--- config.mk ---
export PLATFORM = sky130hd
export DESIGN_NAME = x_buf_loader
export DESIGN_NICKNAME = d
export VERILOG_FILES = /design/src/rtl/x_buf_loader_pkg.sv /design/src/rtl/x_buf_row_cnt.sv /design/src/rtl/x_buf_loader.sv
export SDC_FILE = /design/constraint.sdc
export NUM_CORES = 1
export LEC_CHECK = 0
export CAP_MARGIN = 10
export CORE_MARGIN = 2
export CORE_UTILIZATION = 40
export DETAILED_ROUTE_END_ITERATION = 7
export SLEW_MARGIN = 40
export SYNTH_ARGS = -nofsm -noshare
export SYNTH_HDL_FRONTEND = slang
export SYNTH_SLANG_ARGS = --single-unit
--- constraint.sdc ---
create_clock -name clk -period 3.2 [get_ports clk]
set_clock_uncertainty 0.15 [all_clocks]
set_input_delay 0.8 -clock clk [delete_from_list [all_inputs] [get_ports clk]]
set_output_delay 0.8 -clock clk [all_outputs]
set_load 0.05 [all_outputs]
--- src/rtl/x_buf_loader_pkg.sv ---
// Shared definitions for the X buffer loader and the read-address generators:
// FSM state encoding and default geometry of the X buffer.
package x_buf_loader_pkg;

  typedef enum logic [1:0] {
    ST_IDLE = 2'd0,
    ST_LOAD = 2'd1,
    ST_PAD  = 2'd2,
    ST_DONE = 2'd3
  } state_t;

  localparam int DEF_ADDR_WIDTH = 12;
  localparam int DEF_DATA_WIDTH = 16;
  localparam int DEF_NUM_CELL   = 53;
  localparam int DEF_NUM_INPUT  = 53;
  localparam int DEF_TIMESTEP   = 7;

  // Width of a counter that must hold values 0 .. n-1 (at least one bit).
  function automatic int cnt_width(input int n);
    return (n > 1) ? $clog2(n) : 1;
  endfunction

endpackage

--- src/rtl/x_buf_row_cnt.sv ---
// Column / row / row-base counter for the X buffer write side.
// addr = base + col, where base steps by NUM_CELL per row. ROW_LAST is the
// last column of a row: NUM_INPUT-1 normally, NUM_CELL-1 when rows are padded.
module x_buf_row_cnt
  import x_buf_loader_pkg::*;
#(
  parameter int ADDR_WIDTH = DEF_ADDR_WIDTH,
  parameter int NUM_CELL   = DEF_NUM_CELL,
  parameter int NUM_INPUT  = DEF_NUM_INPUT,
  parameter int TIMESTEP   = DEF_TIMESTEP,
  parameter int ROW_LAST   = DEF_NUM_INPUT - 1
) (
  input  logic                  clk,
  input  logic                  rst,
  input  logic                  clear,
  input  logic                  advance,
  output logic [ADDR_WIDTH-1:0] addr,
  output logic                  in_end,
  output logic                  row_end,
  output logic                  seq_end
);

  localparam int COL_W = cnt_width(NUM_CELL);
  localparam int ROW_W = cnt_width(TIMESTEP);

  logic [COL_W-1:0]      col_reg;
  logic [ROW_W-1:0]      row_reg;
  logic [ADDR_WIDTH-1:0] base_reg;

  assign in_end  = (col_reg == COL_W'(NUM_INPUT - 1));
  assign row_end = (col_reg == COL_W'(ROW_LAST));
  assign seq_end = row_end && (row_reg == ROW_W'(TIMESTEP - 1));
  assign addr    = base_reg + ADDR_WIDTH'(col_reg);

  // Clear on a new load, otherwise step column and wrap into the next row.
  always_ff @(posedge clk or negedge rst) begin
    if (!rst) begin
      col_reg  <= '0;
      row_reg  <= '0;
      base_reg <= '0;
    end else if (clear) begin
      col_reg  <= '0;
      row_reg  <= '0;
      base_reg <= '0;
    end else if (advance) begin
      if (row_end) begin
        col_reg  <= '0;
        row_reg  <= row_reg + ROW_W'(1);
        base_reg <= base_reg + ADDR_WIDTH'(NUM_CELL);
      end else begin
        col_reg <= col_reg + COL_W'(1);
      end
    end
  end

endmodule

--- src/rtl/x_buf_loader.sv ---
// X buffer loader: takes the input sequence as a valid/ready stream and writes
// element i of timestep t to X RAM address t*NUM_CELL + i, one cycle after
// acceptance. o_done stays high from the final write until the next start.
// Optional feature: define X_BUF_ZERO_PAD_EN to zero-fill the gap addresses
// base+NUM_INPUT .. base+NUM_CELL-1 of every row (PAD state).
module x_buf_loader
  import x_buf_loader_pkg::*;
#(
  parameter int ADDR_WIDTH = DEF_ADDR_WIDTH,
  parameter int DATA_WIDTH = DEF_DATA_WIDTH,
  parameter int NUM_CELL   = DEF_NUM_CELL,
  parameter int NUM_INPUT  = DEF_NUM_INPUT,
  parameter int TIMESTEP   = DEF_TIMESTEP
) (
  input  logic                  clk,
  input  logic                  rst,
  input  logic                  start,
  input  logic                  i_valid,
  input  logic [DATA_WIDTH-1:0] i_data,
  output logic                  o_ready,
  output logic                  o_wr_en,
  output logic [ADDR_WIDTH-1:0] o_wr_addr,
  output logic [DATA_WIDTH-1:0] o_wr_data,
  output logic                  o_busy,
  output logic                  o_done
);

`ifdef X_BUF_ZERO_PAD_EN
  localparam bit PAD_EN = 1'b1;
`else
  localparam bit PAD_EN = 1'b0;
`endif
  // Padding only exists when there is a gap between the inputs and the stride.
  localparam bit PAD_ACTIVE = PAD_EN && (NUM_INPUT < NUM_CELL);
  localparam int ROW_LAST   = PAD_ACTIVE ? NUM_CELL - 1 : NUM_INPUT - 1;

  state_t state_reg, state_next;

  logic                  xfer;
  logic                  pad_wr;
  logic                  wr_fire;
  logic                  cnt_clear;
  logic                  to_pad;
  logic [ADDR_WIDTH-1:0] cnt_addr;
  logic                  in_end;
  logic                  row_end;
  logic                  seq_end;

  logic                  wr_en_reg;
  logic [ADDR_WIDTH-1:0] wr_addr_reg;
  logic [DATA_WIDTH-1:0] wr_data_reg;

  assign o_ready   = (state_reg == ST_LOAD);
  assign o_busy    = (state_reg == ST_LOAD) || (state_reg == ST_PAD);
  assign o_done    = (state_reg == ST_DONE);
  assign xfer      = i_valid && o_ready;
`ifdef X_BUF_ZERO_PAD_EN
  assign pad_wr    = (state_reg == ST_PAD);
`else
  assign pad_wr    = 1'b0;
`endif
  assign wr_fire   = xfer || pad_wr;
  assign cnt_clear = start && ((state_reg == ST_IDLE) || (state_reg == ST_DONE));
  assign to_pad    = PAD_ACTIVE && in_end && !row_end;

  assign o_wr_en   = wr_en_reg;
  assign o_wr_addr = wr_addr_reg;
  assign o_wr_data = wr_data_reg;

  x_buf_row_cnt #(
    .ADDR_WIDTH (ADDR_WIDTH),
    .NUM_CELL   (NUM_CELL),
    .NUM_INPUT  (NUM_INPUT),
    .TIMESTEP   (TIMESTEP),
    .ROW_LAST   (ROW_LAST)
  ) u_row_cnt (
    .clk     (clk),
    .rst     (rst),
    .clear   (cnt_clear),
    .advance (wr_fire),
    .addr    (cnt_addr),
    .in_end  (in_end),
    .row_end (row_end),
    .seq_end (seq_end)
  );

  // State register.
  always_ff @(posedge clk or negedge rst) begin
    if (!rst) state_reg <= ST_IDLE;
    else      state_reg <= state_next;
  end

  // Next-state logic; start is only honoured outside a load.
  always_comb begin
    state_next = state_reg;
    case (state_reg)
      ST_IDLE, ST_DONE: begin
        if (start) state_next = ST_LOAD;
      end
      ST_LOAD: begin
        if (xfer) begin
          if (seq_end)     state_next = ST_DONE;
          else if (to_pad) state_next = ST_PAD;
        end
      end
`ifdef X_BUF_ZERO_PAD_EN
      ST_PAD: begin
        if (row_end) state_next = seq_end ? ST_DONE : ST_LOAD;
      end
`endif
      default: state_next = ST_IDLE;
    endcase
  end

  // Write register: one-cycle write latency; address/data hold when idle.
  always_ff @(posedge clk or negedge rst) begin
    if (!rst) begin
      wr_en_reg   <= 1'b0;
      wr_addr_reg <= '0;
      wr_data_reg <= '0;
    end else begin
      wr_en_reg <= wr_fire;
      if (wr_fire) begin
        wr_addr_reg <= cnt_addr;
        wr_data_reg <= pad_wr ? '0 : i_data;
      end
    end
  end

endmodule

==> key figures <==
Floorplanning
  – Horiz. Die Dim: 87.24 um
  – Core area: 6756 sq um
  – I/O pin cnt: 52
  – Die area: 7610 sq um
  – Row cnt: 30
  – Die Y: 87.24 um
  – Initial Util: 41.02%

Pwr
  – Static Leak: 1.580 nW
  – Cell Pwr Density: 576.4 nW/um^2
  – Peak supply drop: 0.2593 mV

STA
  – Final Max Tran Viols: 0
  – Final Cycle Share: 90.85%
  – Unrepaired setup endpoints after global routing: no
  – Slew headroom: 52.85%
  – Worst-margin pin slew: 0.6999 ns
  – Final Hold Viols: 0
  – TNS Setup: 0 ns
  – Fmax: 0.3440 GHz
  – Final Setup Violations: 0
  – Tmin final: 2.907 ns

CTS
  – Clk Latency, worst-skew pair: 0.30 ns
  – Clk slew on worst S/H paths: 0.10 ns
  – Htree depth: 2
  – Cts bufs inserted: 5
  – Post-CTS Setup Inserts: 0
  – CTS tree: done
  – CTS resizes: 0
  – Root Driver: clkbuf_8
  – CTS Buffer Depth: 2
  – Sink Count: 52
  – # hold bufs at CTS: 0

Logic synthesis
  – Distinct cells, synth: 49
  – Seq/Total Area, Yosys: 46.95%
  – EDFF count, synth: 0
  – Number of synthesized register bits: 52
  – Syn avg cell area: 9.087 sq um
  – Synth warn: 0
  – Cell area after synthesis: 2771 sq um
  – Mapped Nets: 340
  – Post-synthesis cell count: 305
  – Ys flop type: dfrtp_1
  – Async set-reset flop share out of synthesis: 100.0%

Finish
  – Diodes inserted: 0
  – NumNets Final: 387
  – Synth-to-Final Area Change: 24.20%
  – Fillers: 654
  – Final Non-Filler Cells: 433
  – Number of flip-flops under the largest register name: 16
  – Share of cells above drive strength 1: 5.949%

Placed design
  – Port buffer count: 51
  – HPWL Detailed: 4.345 mm
  – Placed Cells: 425
  – Gp weighted congestion: 0.7807

Detailed routing
  – DRC Markers: 0
  – Met2 wire length: 2.748 mm
  – M1 wire length: 2.954 mm
  – Top Metal Used: met4
  – Drt wl/cell: 14.27 um
  – Initial DRC count: 132
  – Met3 WL post-DR: 403 um
  – Vias: 2,322
  – First drt pass iteration count: 4
  – Post-Route WL: 6.180 mm
  – Via/cell ratio: 5.363
  – Post-route ant nets: 0

Critical path
  – Kind of critical path: reg -> out
  – Crit path DAT: 1.96 ns
  – Critical Path Start Type: flop
  – WP data required: 2.25 ns
  – Crit. End Element: primary output
  – Worst Reg-to-Reg Cells: 5
  – Crit Path Max Fanout: 3

Global routing
  – Initial antenna violation count: 0
  – Total track usage: 17.81%
  – Largest net degree at the start of global routing: 46
  – GRT overflow: 0
  – First-pass GRT wire length: 10.76 mm
  – Vias in the first global route: 2,284

Worst hold path
  – Hold WC Path Type: in -> async

Run
  – Max-capacitance violation count: 0

Outcome
  – Outcome: finished, final reports clean
-- cell usage after synthesis, drive strengths merged (3+ instances only) --
| master | number | area share (%) |
|---|---|---|
| nand2 | 75 | 10 |
| dfrtp | 52 | 47 |
| nor2 | 24 | 3.3 |
| a21oi | 17 | 3.1 |
| ha | 14 | 6.3 |
| inv | 14 | 1.9 |
| clkbuf | 11 | 1.5 |
| o21ai | 11 | 2.0 |
| nand3 | 8 | 1.6 |
| xnor2 | 7 | 2.2 |
| or4 | 6 | 1.6 |
| buf | 5 | 0.95 |
| a311oi | 4 | 1.3 |
| nand4 | 4 | 1.1 |
| nor3 | 4 | 0.90 |
| nor4 | 4 | 0.90 |
| xor2 | 4 | 1.3 |
| a41o | 3 | 1.1 |
| and3 | 3 | 0.68 |
| o211ai | 3 | 0.81 |
| o31ai | 3 | 0.81 |
-- report_power, final --
part	leakage, nW	internal, mW	switching (mW)
Combinational	0.894	0.256	0.455
Clock	0.0445	0.176	0.218
Sequential	0.641	0.755	0.124
-- cell usage in the layout, fill, tap and decap left out, drive strengths merged, types with 2 or more instances in the layout --
master	count
nand2	75
dfrtp	52
clkdlybuf4s50	50
nor2	24
a21oi	17
ha	14
inv	14
o21ai	11
nand3	8
xnor2	7
clkbuf	7
or4	6
buf	6
nor4	4
xor2	4
a311oi	4
nor3	4
nand4	4
o211ai	3
o31ai	3
and3	3
a41o	3
a211oi	2
and4	2
o211a	2
a31oi	2
o2111ai	2
a21o	2
mux2i	2
and2	2
-- kinds of logic (layout without fill, tap and decap cells) --
kind of cell | count (synthesis) | count (layout) | synth area share (%)
AOI/OAI and AO/OA | 59 | 59 | 15.03
muxes | 2 | 2 | 0.7224
buffers and inverters | 30 | 78 | 4.334
DFF | 52 | 52 | 46.95
xor gates and xnor gates | 11 | 11 | 3.476
and+or+nand+nor | 136 | 136 | 22.44
adders and majority gates | 15 | 15 | 7.043
-- metal layers --
layer	GRT usage (%)	vias to the layer above
met2	28.52	72
met1	24.40	1088
met3	3.981	8
li1	-	1154
met4	4.895	0
met5	0	-
-- layout make-up --
class | count | area [sq um] | area share, %
multi-input cells | 223 | 1351 | 39.26
flip-flops and latches | 52 | 1301 | 37.80
repair buffers | 56 | 543.0 | 15.78
well taps | 80 | 100.1 | 2.908
clock buffers | 7 | 86.33 | 2.508
inverters | 14 | 52.55 | 1.527
clock inverters | 1 | 7.507 | 0.2181
-- per-stage QoR --
| step | util, % | hold slack (ns) | cell area, sq um | setup WS [ns] | total power, mW |
|---|---|---|---|---|---|
| floorplan | - | 0.3478 | 2771 | 0.8716 | 1.358 |
| global placement | 49.54 | 0.3067 | 3347 | 0.5739 | 1.595 |
| detailed placement | 49.54 | 0.3161 | 3347 | 0.5618 | 1.601 |
| CTS | 50.93 | 0.2677 | 3441 | 0.2737 | 1.996 |
| global route | 50.94 | 0.2702 | 3442 | 0.1988 | 2.119 |
| finish | 50.94 | 0.2522 | 3442 | 0.2928 | 1.984 |
-- critical path, cell delays in order (launching register included) --
cell,delay [ns]
dfrtp_1,0.39
inv_1,0.07
ha_1,0.32
inv_1,0.08
clkdlybuf4s50_1,0.80
-- worst paths after layout --
| path | from | to | slack (ns) |
|---|---|---|---|
| min reg2reg | o_wr_addr[2] | o_wr_addr[2] | 0.33 |
| min | rst | o_wr_data[1] | 0.25 |
| min in group clk | o_wr_addr[2] | o_wr_addr[2] | 0.33 |
| max in group asynchronous | rst | u_row_cnt.base_reg[8] | 2.02 |
| max | state_reg[0] | o_busy | 0.29 |
| max reg2reg | u_row_cnt.col_reg[3] | o_wr_addr[11] | 0.92 |
No activity file was read; power rests on OpenSTA's default activity.
